### config.mk
export PLATFORM = sky130hd
export DESIGN_NAME = node_seq_ctrl
export DESIGN_NICKNAME = d
export VERILOG_FILES = /design/src/rtl/node_seq_ctrl.sv
export SDC_FILE = /design/constraint.sdc
export NUM_CORES = 1
export LEC_CHECK = 0
export ABC_AREA = 1
export CAP_MARGIN = 20
export CELL_PAD_IN_SITES_DETAIL_PLACEMENT = 0
export CELL_PAD_IN_SITES_GLOBAL_PLACEMENT = 1
export CORE_ASPECT_RATIO = 0.8
export CORE_MARGIN = 2
export CORE_UTILIZATION = 33
export DETAILED_ROUTE_END_ITERATION = 10
export PLACE_DENSITY = 0.89
export SETUP_SLACK_MARGIN = 0.5
export SLEW_MARGIN = 20
export SYNTH_ARGS = -nofsm -noshare
export SYNTH_HDL_FRONTEND = slang
export SYNTH_SLANG_ARGS = --single-unit
### constraint.sdc
create_clock -name CLK -period 2.45 [get_ports CLK]
set_clock_uncertainty 0.2 [all_clocks]
set_input_delay 0.49 -clock CLK [delete_from_list [all_inputs] [get_ports CLK]]
set_output_delay 0.49 -clock CLK [all_outputs]
set_load 0.02 [all_outputs]
### src/rtl/node_seq_ctrl.sv
// Root/inner-node sequencer: drives N children over the ST/RD level handshake,
// serially or in parallel, with per-stage timeout and a saturating run-cycle counter.
module node_seq_ctrl #(
    parameter int W    = 16,
    parameter int N    = 2,
    parameter int MODE = 0,
    parameter int TMO  = 0,
    parameter int CW   = 16
) (
    input  logic           CLK,
    input  logic           RST,
    input  logic           ST,
    output logic           RD,
    output logic           ERR,
    output logic [W-1:0]   RES,
    output logic [CW-1:0]  CYC,
    output logic [N-1:0]   CH_ST,
    input  logic [N-1:0]   CH_RD,
    input  logic [N*W-1:0] CH_RES
);
    localparam int IW = (N > 1) ? $clog2(N) : 1;
    localparam int WW = (TMO > 0) ? $clog2(TMO + 1) : 1;
    localparam logic [WW:0]  TMO_V      = (WW + 1)'(TMO);
    localparam logic [N-1:0] START_MASK = (MODE != 0) ? {N{1'b1}} : N'(1);

    typedef enum logic [1:0] {S_IDLE, S_RUN, S_DONE, S_ERR} state_t;

    state_t          state_q, state_d;
    logic [IW-1:0]   idx_q, idx_d;
    logic [WW-1:0]   wait_q, wait_d;
    logic [CW-1:0]   run_q, run_d;
    logic            rd_q, rd_d;
    logic            err_q, err_d;
    logic [W-1:0]    res_q, res_d;
    logic [CW-1:0]   cyc_q, cyc_d;
    logic [N-1:0]    ch_st_q, ch_st_d;

    logic            stage_rd;
    logic            stage_last;
    logic [WW:0]     wait_inc;
    logic            tmo_hit;

    // In parallel mode the whole group is one stage; serial mode walks idx.
    generate
        if (MODE != 0) begin : g_par
            assign stage_rd   = &CH_RD;
            assign stage_last = 1'b1;
        end else begin : g_ser
            assign stage_rd   = CH_RD[idx_q];
            assign stage_last = (idx_q == IW'(N - 1));
        end
    endgenerate

    assign wait_inc = {1'b0, wait_q} + 1'b1;
    assign tmo_hit  = (TMO > 0) && (wait_inc >= TMO_V);

    always_comb begin
        state_d = state_q;
        idx_d   = idx_q;
        wait_d  = wait_q;
        run_d   = run_q;
        rd_d    = 1'b0;
        err_d   = 1'b0;
        res_d   = res_q;
        cyc_d   = cyc_q;
        ch_st_d = '0;
        case (state_q)
            S_IDLE: begin
                if (ST) begin
                    state_d = S_RUN;
                    idx_d   = '0;
                    wait_d  = '0;
                    run_d   = '0;
                    ch_st_d = START_MASK;
                end
            end
            S_RUN: begin
                if (!ST) begin
                    state_d = S_IDLE;
                end else begin
                    run_d = (run_q == {CW{1'b1}}) ? run_q : run_q + 1'b1;
                    // A ready child takes priority over a timeout in the same cycle.
                    if (stage_rd && stage_last) begin
                        state_d = S_DONE;
                        rd_d    = 1'b1;
                        res_d   = CH_RES[(N-1)*W +: W];
                        cyc_d   = run_q;
                        ch_st_d = ch_st_q;
                    end else if (stage_rd) begin
                        idx_d   = idx_q + 1'b1;
                        wait_d  = '0;
                        ch_st_d = ch_st_q | (START_MASK << (idx_q + 1'b1));
                    end else if (tmo_hit) begin
                        state_d = S_ERR;
                        err_d   = 1'b1;
                    end else begin
                        wait_d  = wait_inc[WW] ? wait_q : wait_inc[WW-1:0];
                        ch_st_d = ch_st_q;
                    end
                end
            end
            S_DONE: begin
                if (!ST) begin
                    state_d = S_IDLE;
                end else begin
                    rd_d    = 1'b1;
                    ch_st_d = ch_st_q;
                end
            end
            S_ERR: begin
                if (!ST) begin
                    state_d = S_IDLE;
                end else begin
                    err_d = 1'b1;
                end
            end
            default: state_d = S_IDLE;
        endcase
    end

    always_ff @(posedge CLK) begin
        if (RST) begin
            state_q <= S_IDLE;
            idx_q   <= '0;
            wait_q  <= '0;
            run_q   <= '0;
            rd_q    <= 1'b0;
            err_q   <= 1'b0;
            res_q   <= '0;
            cyc_q   <= '0;
            ch_st_q <= '0;
        end else begin
            state_q <= state_d;
            idx_q   <= idx_d;
            wait_q  <= wait_d;
            run_q   <= run_d;
            rd_q    <= rd_d;
            err_q   <= err_d;
            res_q   <= res_d;
            cyc_q   <= cyc_d;
            ch_st_q <= ch_st_d;
        end
    end

    assign RD    = rd_q;
    assign ERR   = err_q;
    assign RES   = res_q;
    assign CYC   = cyc_q;
    assign CH_ST = ch_st_q;

endmodule

* After elaboration in Yosys (flattened, before gate mapping)
Index checks and enable logic that the tools add are counted.
Operators by class: add/subtract/negate cells 2, order comparisons 1, equal/unequal tests 14, shifts and indexed selects 1, multiplexer cells 25, bitwise operators 2, reductions and logical operators 10
Operator list (count):
- $mux 16 | 3
- $pmux 16 s2 | 1
- $add 16x1->16 const B | 1
- $eq 16x16->1 const B | 1
- $mux 2 | 7
- $ne 2x2->1 const B | 7
- $pmux 2 s3 | 2
- $mux 1 | 10
- $ne 3x3->1 const B | 3
- $reduce_and 3->1 | 3
- $reduce_and 5->1 | 1
- $eq 2x2->1 const B | 2
- $pmux 1 s2 | 2
- $reduce_and 4->1 | 1
- $reduce_or 2->1 | 2
- $eq 2x1->1 const B | 1
- $logic_not 2->1 | 1
- $lt 1x2->1 const B | 1
- $or 2x2->2 | 1
- $reduce_bool 2->1 | 1
- $shl 1x1->2 const A | 1
- $add 1x1->1 const B | 1
- $logic_and 1x1->1 | 1
- $not 1->1 | 1
Storage, ports and cells: bits in registers 55, bits of input ports 37

* Logic depth before layout (Yosys ltp)
Gate-level depths: netlist (run 1).
depth after elaboration 7, mapped depth 10

* Least setup slack after synthesis (run 1)
Ideal clock, no wire load.
kind register -> register, start register state_q[1], end register run_q[1], setup time 0.114 ns, data arrival time 1.373 ns, required time 2.136 ns, setup slack 0.763 ns, stages on the path, launching flop included 11, buffers on the path 1, period minus slack after synthesis 1.687 ns, cells stage by stage dfxtp_1 inv_1 ha_1 nand3_1 nor2_2 nand4_4 nand2_2 buf_6 nand2_1 nand2_1 nor2_1
On the way: longest elaborated chain between the ends 3, elaborated cells between the ends (all ways) 8, classes of those cells eq/ne (4); mux (1); reduce/logical (3)
Ends and longest elaborated chain:
- start, declared | RTL line 28 | state_t state_q, state_d;
- start signal, assigned | RTL line 133 | state_q <= state_d;
- $eq 2x1->1 / $logic_not 2->1 (equally long branches)
- $ne 2x2->1 (no source line) / $reduce_bool 2->1 (equally long branches)
- $reduce_and 4->1 (no source line)
- end signal, assigned | RTL line 136 | run_q <= run_d;
- end, declared | RTL line 31 | logic [CW-1:0] run_q, run_d;
Several ways; a longest one is shown, not always the timed one. A chain may end at the register's enable or synchronous reset.

* Final worst setup path (run 1)
start register rd_q, in the netlist RD, end output port RD
RTL lines:
- start, declared | RTL line 32 | logic rd_q, rd_d;
- start signal, assigned | RTL line 137 | rd_q <= rd_d;
- end, declared | RTL line 13 | output logic RD,
No word-level cell between the ends.

==> results of run 1 <==
-- cell usage in the layout, fill, tap and decap left out, types with 2 or more instances in the layout --
cell             instances
a21oi_1                 23
a21oi_2                  3
and3_1                   2
buf_12                   2
buf_4                   11
clkbuf_8                 5
clkdlybuf4s50_1         21
dfxtp_1                 54
dlygate4sd2_1           34
ha_1                     6
inv_1                   39
inv_2                    2
nand2_1                 72
nand3_1                 29
nand3_2                  3
nand4_1                  5
nor2_1                  75
nor2_2                   4
nor2_4                   2
o21ai_0                 37
o21ai_1                  4
-- sequential cells by signal, summed over array words and instances (netlist names) --
signal / count
CH_ST: 2
CYC: 16
ERR: 1
RD: 1
RES: 16
idx_q: 1
run_q: 16
state_q: 2
-- worst max-delay path by stage --
stage,start,end,slack (ns),cells past startpoint
2_1_floorplan,state_q[1],run_q[1],0.76,10
3_3_place_gp,ST,run_q[14],0.36,8
3_5_place_dp,ST,idx_q,0.34,10
4_1_cts,ERR,ERR,0.50,1
5_1_grt,state_q[1],run_q[14],0.48,10
6_report,RD,RD,0.54,1
-- power breakdown --
group	internal, mW	switching [mW]	leakage [nW]
Combinational	0.148	0.214	1.11
Clock	0.213	0.333	0.0467
Sequential	0.931	0.0291	0.446
-- logic make-up (layout without fill, tap and decap cells) --
logic type      Yosys count  after routing
fa+ha+maj                 7              7
buf+inv                  58            119
simple gates            198            198
compound gates           69             69
flops                    55             55
-- metal layers --
layer | global-route usage | routed length, um | vias up
li1 | - | - | 1356
met3 | 0.03183 | 466 | 2
met1 | 0.2408 | 3607 | 1185
met5 | 0 | 0 | -
met4 | 0.03273 | 30 | 0
met2 | 0.2299 | 2769 | 95
-- cell type report --
type | count | area [um2] | share of cell area
clock inverters | 3 | 27.53 | 0.007922
repair buffers | 70 | 654.4 | 0.1883
inverters | 41 | 153.9 | 0.04429
well taps | 108 | 135.1 | 0.03889
clock buffers | 5 | 68.82 | 0.01981
multi-input cells | 274 | 1333 | 0.3835
flip-flops and latches | 55 | 1102 | 0.3172
-- timing repair --
action,4_1_cts,5_1_grt
setup endpoints to repair,34,16
pin swaps,0,1
buffers inserted,0,3
endpoints found under the hold margin,0,0
resized for setup,34,6
-- through the flow --
step,power [mW],setup slack (ns),cell area (um2),hold WS [ns]
3_5_place_dp,1.348,0.3354,3383,0.2730
6_report,1.868,0.5367,3475,0.2901
2_1_floorplan,1.209,0.7629,2675,0.2503
5_1_grt,1.974,0.4751,3475,0.3103
3_3_place_gp,1.339,0.3562,3383,0.2641
4_1_cts,1.890,0.5003,3437,0.2930
==> results.json, run 1 <==
{
  "ys_ff_latch": 55,
  "postRouteAntennaNets": 0,
  "synth_top_area_share": 0.4116,
  "ys_warn_count": 0,
  "layout_worst_path_cycle_share": 0.7809,
  "slew-limit-headroom": 0.7562,
  "reg2reg_depth": 7,
  "min_to": "RES[8]",
  "coreArea_mm2": 0.007910,
  "synth_cell_types": 29,
  "synth_edf_count": 0,
  "grt_pass1_vias": 2405,
  "hold_buffers": 0,
  "instances_no_fill": 556,
  "synthMuxAreaShare": 0,
  "synth_area_leaders": "dfxtp_1, nor2_1, nand2_1",
  "fillerInstances": 853,
  "outcome": "finished clean",
  "place_inst": 545,
  "start_util": 0.3382,
  "vias": 2638,
  "synth_top_cells_by_count": "nor2_1, nand2_1, dfxtp_1",
  "grt-ovfl-total": 0,
  "hold_viol": 0,
  "path_delay_family": "buffers and inverters",
  "period_needed_ns": 1.913,
  "synthSimpleGateAreaFrac": 0.3279,
  "path_buf_inv": 1,
  "worst-setup-path-type": "flip-flop to primary output",
  "r2r_slack_ns": 0.63,
  "ys.flop_type": "dfxtp_1",
  "clock.fmax_mhz": 522.7,
  "report.final.slew_viol_count": 0,
  "drcViolationCount": 0,
  "postSynthAreaPerCell_um2": 6.912,
  "rr_endpoint": "run_q[3]",
  "hold_depth": 2,
  "power.density_mw_per_mm2": 537.5,
  "die_w_um": 104.7,
  "maxCapViolCount": 0,
  "synth_compound_area_frac": 0.1347,
  "ys_async_sr_fraction": 0,
  "final_core_util": 0.4393,
  "grt_max_degree": 49,
  "via_per_inst": 4.745,
  "slowest_stage": "clkdlybuf4s50_1",
  "syn-num-nets": 431,
  "antenna_found_initial": 0,
  "cp.arrival_ns": 1.22,
  "io_pins": 73,
  "startpoint_type": "flip-flop",
  "grt_pass1_wl_mm": 11.48,
  "setup_viol": 0,
  "hp-class": "flip-flop to flip-flop",
  "cts.path.max_buffers": 2,
  "dpl.hpwl_mm": 4.886,
  "path_cells": "clkdlybuf4s50_1",
  "synth.most_common_cell": "nor2_1",
  "clkSinkCount": 55,
  "cts_tree": "yes",
  "ys_seq_area_frac": 0.4116,
  "fp.dieArea_mm2": 0.008847,
  "wl_per_cell_um": 12.36,
  "layout-drive-gt1-share": 0.09152,
  "grt_usage": 0.1581,
  "port_buffers": 56,
  "crit_path_end_kind": "primary output",
  "clk_latency_ns": 0.31,
  "htree_levels": 2,
  "synth_top_area_cell": "dfxtp_1",
  "root_buffer": "clkbuf_8",
  "drt_iter0_markers": 211,
  "cts_made_buffers": 5,
  "cp_max_fo": 1,
  "synth_top_family_by_area": "simple AND/OR/NAND/NOR gates",
  "clk_pin_slew_ns": 0.11,
  "drt-total-wl_mm": 6.874,
  "leakage_nw": 1.601,
  "slowest_delay_ns": 0.59,
  "netlist_area_mm2": 0.002675,
  "peakVddDrop_mv": 0.2739,
  "antenna_cells": 0,
  "cp.required_ns": 1.76,
  "fin_nets": 491,
  "area_delta_synth_final_pct": 29.89,
  "synth_xor_xnor_area_share": 0,
  "worstReg2RegStart": "run_q[1]",
  "holdCritStartpoint": "RES[8]",
  "grt_setup_unrepaired": "true",
  "tightest_slew_ns": 0.3644,
  "row_count": 29,
  "die_h_um": 84.53,
  "dr.pass1.iters": 4,
  "synthAdderAreaFrac": 0.03274,
  "place.gp.congestion": 0.8666,
  "synth_cells": 387,
  "setup_tns_ns": 0
}
(Power assumes the default switching activity.)
==> run 2: changes to the inputs <==
==> constraint.sdc (replaced) <==
create_clock -name CLK -period 1.8 [get_ports CLK]
set_clock_uncertainty 0.2 [all_clocks]
set_input_delay 0.36 -clock CLK [delete_from_list [all_inputs] [get_ports CLK]]
set_output_delay 0.36 -clock CLK [all_outputs]
set_load 0.02 [all_outputs]
==> results.json, run 2 (synthesis gave the netlist of run 1 again) <==
{
  "cts_tree": "yes",
  "p_sw_uw": 894.1,
  "postRouteAntennaNets": 0,
  "grt-ovfl-total": 0,
  "timing.final.ws_setup_ns": 0.1062,
  "hold_buffers": 0,
  "place.gp.congestion": 0.8379,
  "antenna_found_initial": 0,
  "grt_pass1_vias": 2765,
  "pwr-share-clk": 0.259,
  "comb_power_share": 0.271,
  "tightest_slew_ns": 0.3321,
  "coreArea_mm2": 0.007910,
  "power.density_mw_per_mm2": 629.9,
  "fp.dieArea_mm2": 0.008847,
  "p_int_mw": 1.931,
  "grt_usage": 0.1750,
  "path_delay_family": "buffers and inverters",
  "antenna_cells": 0,
  "leakage_nw": 1.912,
  "cp.arrival_ns": 1.75,
  "die_h_um": 84.53,
  "dr.pass1.iters": 4,
  "power_mw": 2.825,
  "via_per_inst": 4.778,
  "outcome": "finished clean",
  "dpl.hpwl_mm": 4.967,
  "vias": 2881,
  "path_buf_inv": 5,
  "grt_max_degree": 49,
  "cp_max_fo": 6,
  "setup_viol": 0,
  "hp-class": "flip-flop to flip-flop",
  "htree_levels": 2,
  "wl_per_cell_um": 13.36,
  "layout_worst_path_cycle_share": 0.9410,
  "clock.fmax_mhz": 590.4,
  "startpoint": "state_q[1]",
  "layout_common_cells": "nand2_1, buf_6, nor2_1",
  "holdCritStartpoint": "RES[11]",
  "slew-limit-headroom": 0.7783,
  "period_needed_ns": 1.694,
  "grt_pass1_wl_mm": 12.82,
  "start_util": 0.3382,
  "drt-total-wl_mm": 8.056,
  "slowest_delay_ns": 0.38,
  "worst-setup-path-type": "flip-flop to flip-flop",
  "cp.required_ns": 1.86,
  "grt_use_met3": 0.03339,
  "switching_share": 0.3165,
  "area_delta_synth_final_pct": 67.68,
  "worstReg2RegStart": "state_q[1]",
  "crit_path_end_kind": "flip-flop",
  "slowest_stage": "dfxtp_4",
  "pwr-share-seq": 0.470,
  "io_pins": 73,
  "dp_slack_ns": -0.1957,
  "top_usage_layer": "met2",
  "row_count": 29,
  "fin_nets": 538,
  "drt_iter0_markers": 154,
  "clkSinkCount": 55,
  "port_buffers": 56,
  "report.final.slew_viol_count": 0,
  "die_w_um": 104.7,
  "hold_viol": 0,
  "clk_pin_slew_ns": 0.11,
  "maxCapViolCount": 0,
  "path_cells": "inv_6 > ha_4 > inv_4 > nor3_4 > buf_6 > buf_12 > buf_12 > nor2_4 > nor2_2",
  "layout-drive-gt1-share": 0.4626,
  "fillerInstances": 710,
  "grt_use_met2": 0.2953,
  "cpMostUsedCell": "buf_12",
  "layout_commonest_cell": "nand2_1",
  "startpoint_type": "flip-flop",
  "grtUsageMet1": 0.2360,
  "grt_setup_unrepaired": "true",
  "cts_made_buffers": 5,
  "drcViolationCount": 0,
  "cts.path.max_buffers": 2,
  "root_buffer": "clkbuf_8",
  "clk_latency_ns": 0.32,
  "peakVddDrop_mv": 0.3561
}
-- run 2: changes by cell type in the layout (fill, tap and decap cells not counted), sizes merged --
| cell | previous run | this run |
|---|---|---|
| buf | 14 | 96 |
| dlygate4sd2 | 34 | 1 |
| clkdlybuf4s50 | 21 | 18 |
| clkbuf | 5 | 6 |
| clkinvlp | 1 | 0 |
| inv | 43 | 44 |
-- run 2: tightest hold or removal path, stage by stage, from the launching register on --
cell	delay, ns
dfxtp_2	0.35
nor2_1	0.04
nor2_1	0.06
-- run 2: what timing repair did --
item	in CTS	in global routing
gates resized for setup	317	53
cloned	3	1
endpoints found under the setup margin	90	90
setup buffers	18	16
pin swaps	32	26
-- run 2: per-layer routing --
metal  routed length, um  part of all wire
met5                   0                 0
met3                 401             0.050
met4                 105             0.013
met1                3781              0.47
met2                3768              0.47
-- run 2: cell type report --
class	count	area (um2)	share of cell area
Inverter	41	168.9	0.03766
Multi-Input combinational cell	274	1675	0.3735
Sequential cell	55	1164	0.2594
Clock buffer	5	68.82	0.01534
Timing Repair Buffer	117	1250	0.2787
Clock inverter	3	23.77	0.005300
Tap cell	108	135.1	0.03013
-- run 2: path summary, 6_finish.rpt --
path | slack [ns] | to | cells after the start
max reg2reg | 0.11 | RES[1] | 9
max | 0.11 | RES[1] | 9
min reg2reg | 0.28 | RES[11] | 2
min | 0.28 | RES[11] | 2
-- run 2: through the flow --
stage | TNS, ns | util | cell area (um2) | hold slack, ns | std cells
finish | 0 | 0.5671 | 4486 | 0.2817 | 603
global route | 0 | 0.5671 | 4486 | 0.3055 | 603
CTS | 0 | 0.5282 | 4178 | 0.2900 | 586
detailed placement | -6.364 | 0.4506 | 3565 | 0.2733 | 557
global placement | -5.992 | 0.4506 | 3565 | 0.2611 | 557
floorplan | 0 | - | 2796 | 0.2504 | 387
-- run 2: power groups by stage --
stage                     Sequential, mW  Combinational (mW)  Clock (mW)
after global placement              1.34               0.535           0
final                               1.33               0.766       0.731
after floorplan                     1.36               0.326           0
after global routing                1.33               0.833       0.800
after detailed placement            1.34               0.545           0
after CTS                           1.32               0.665       0.755
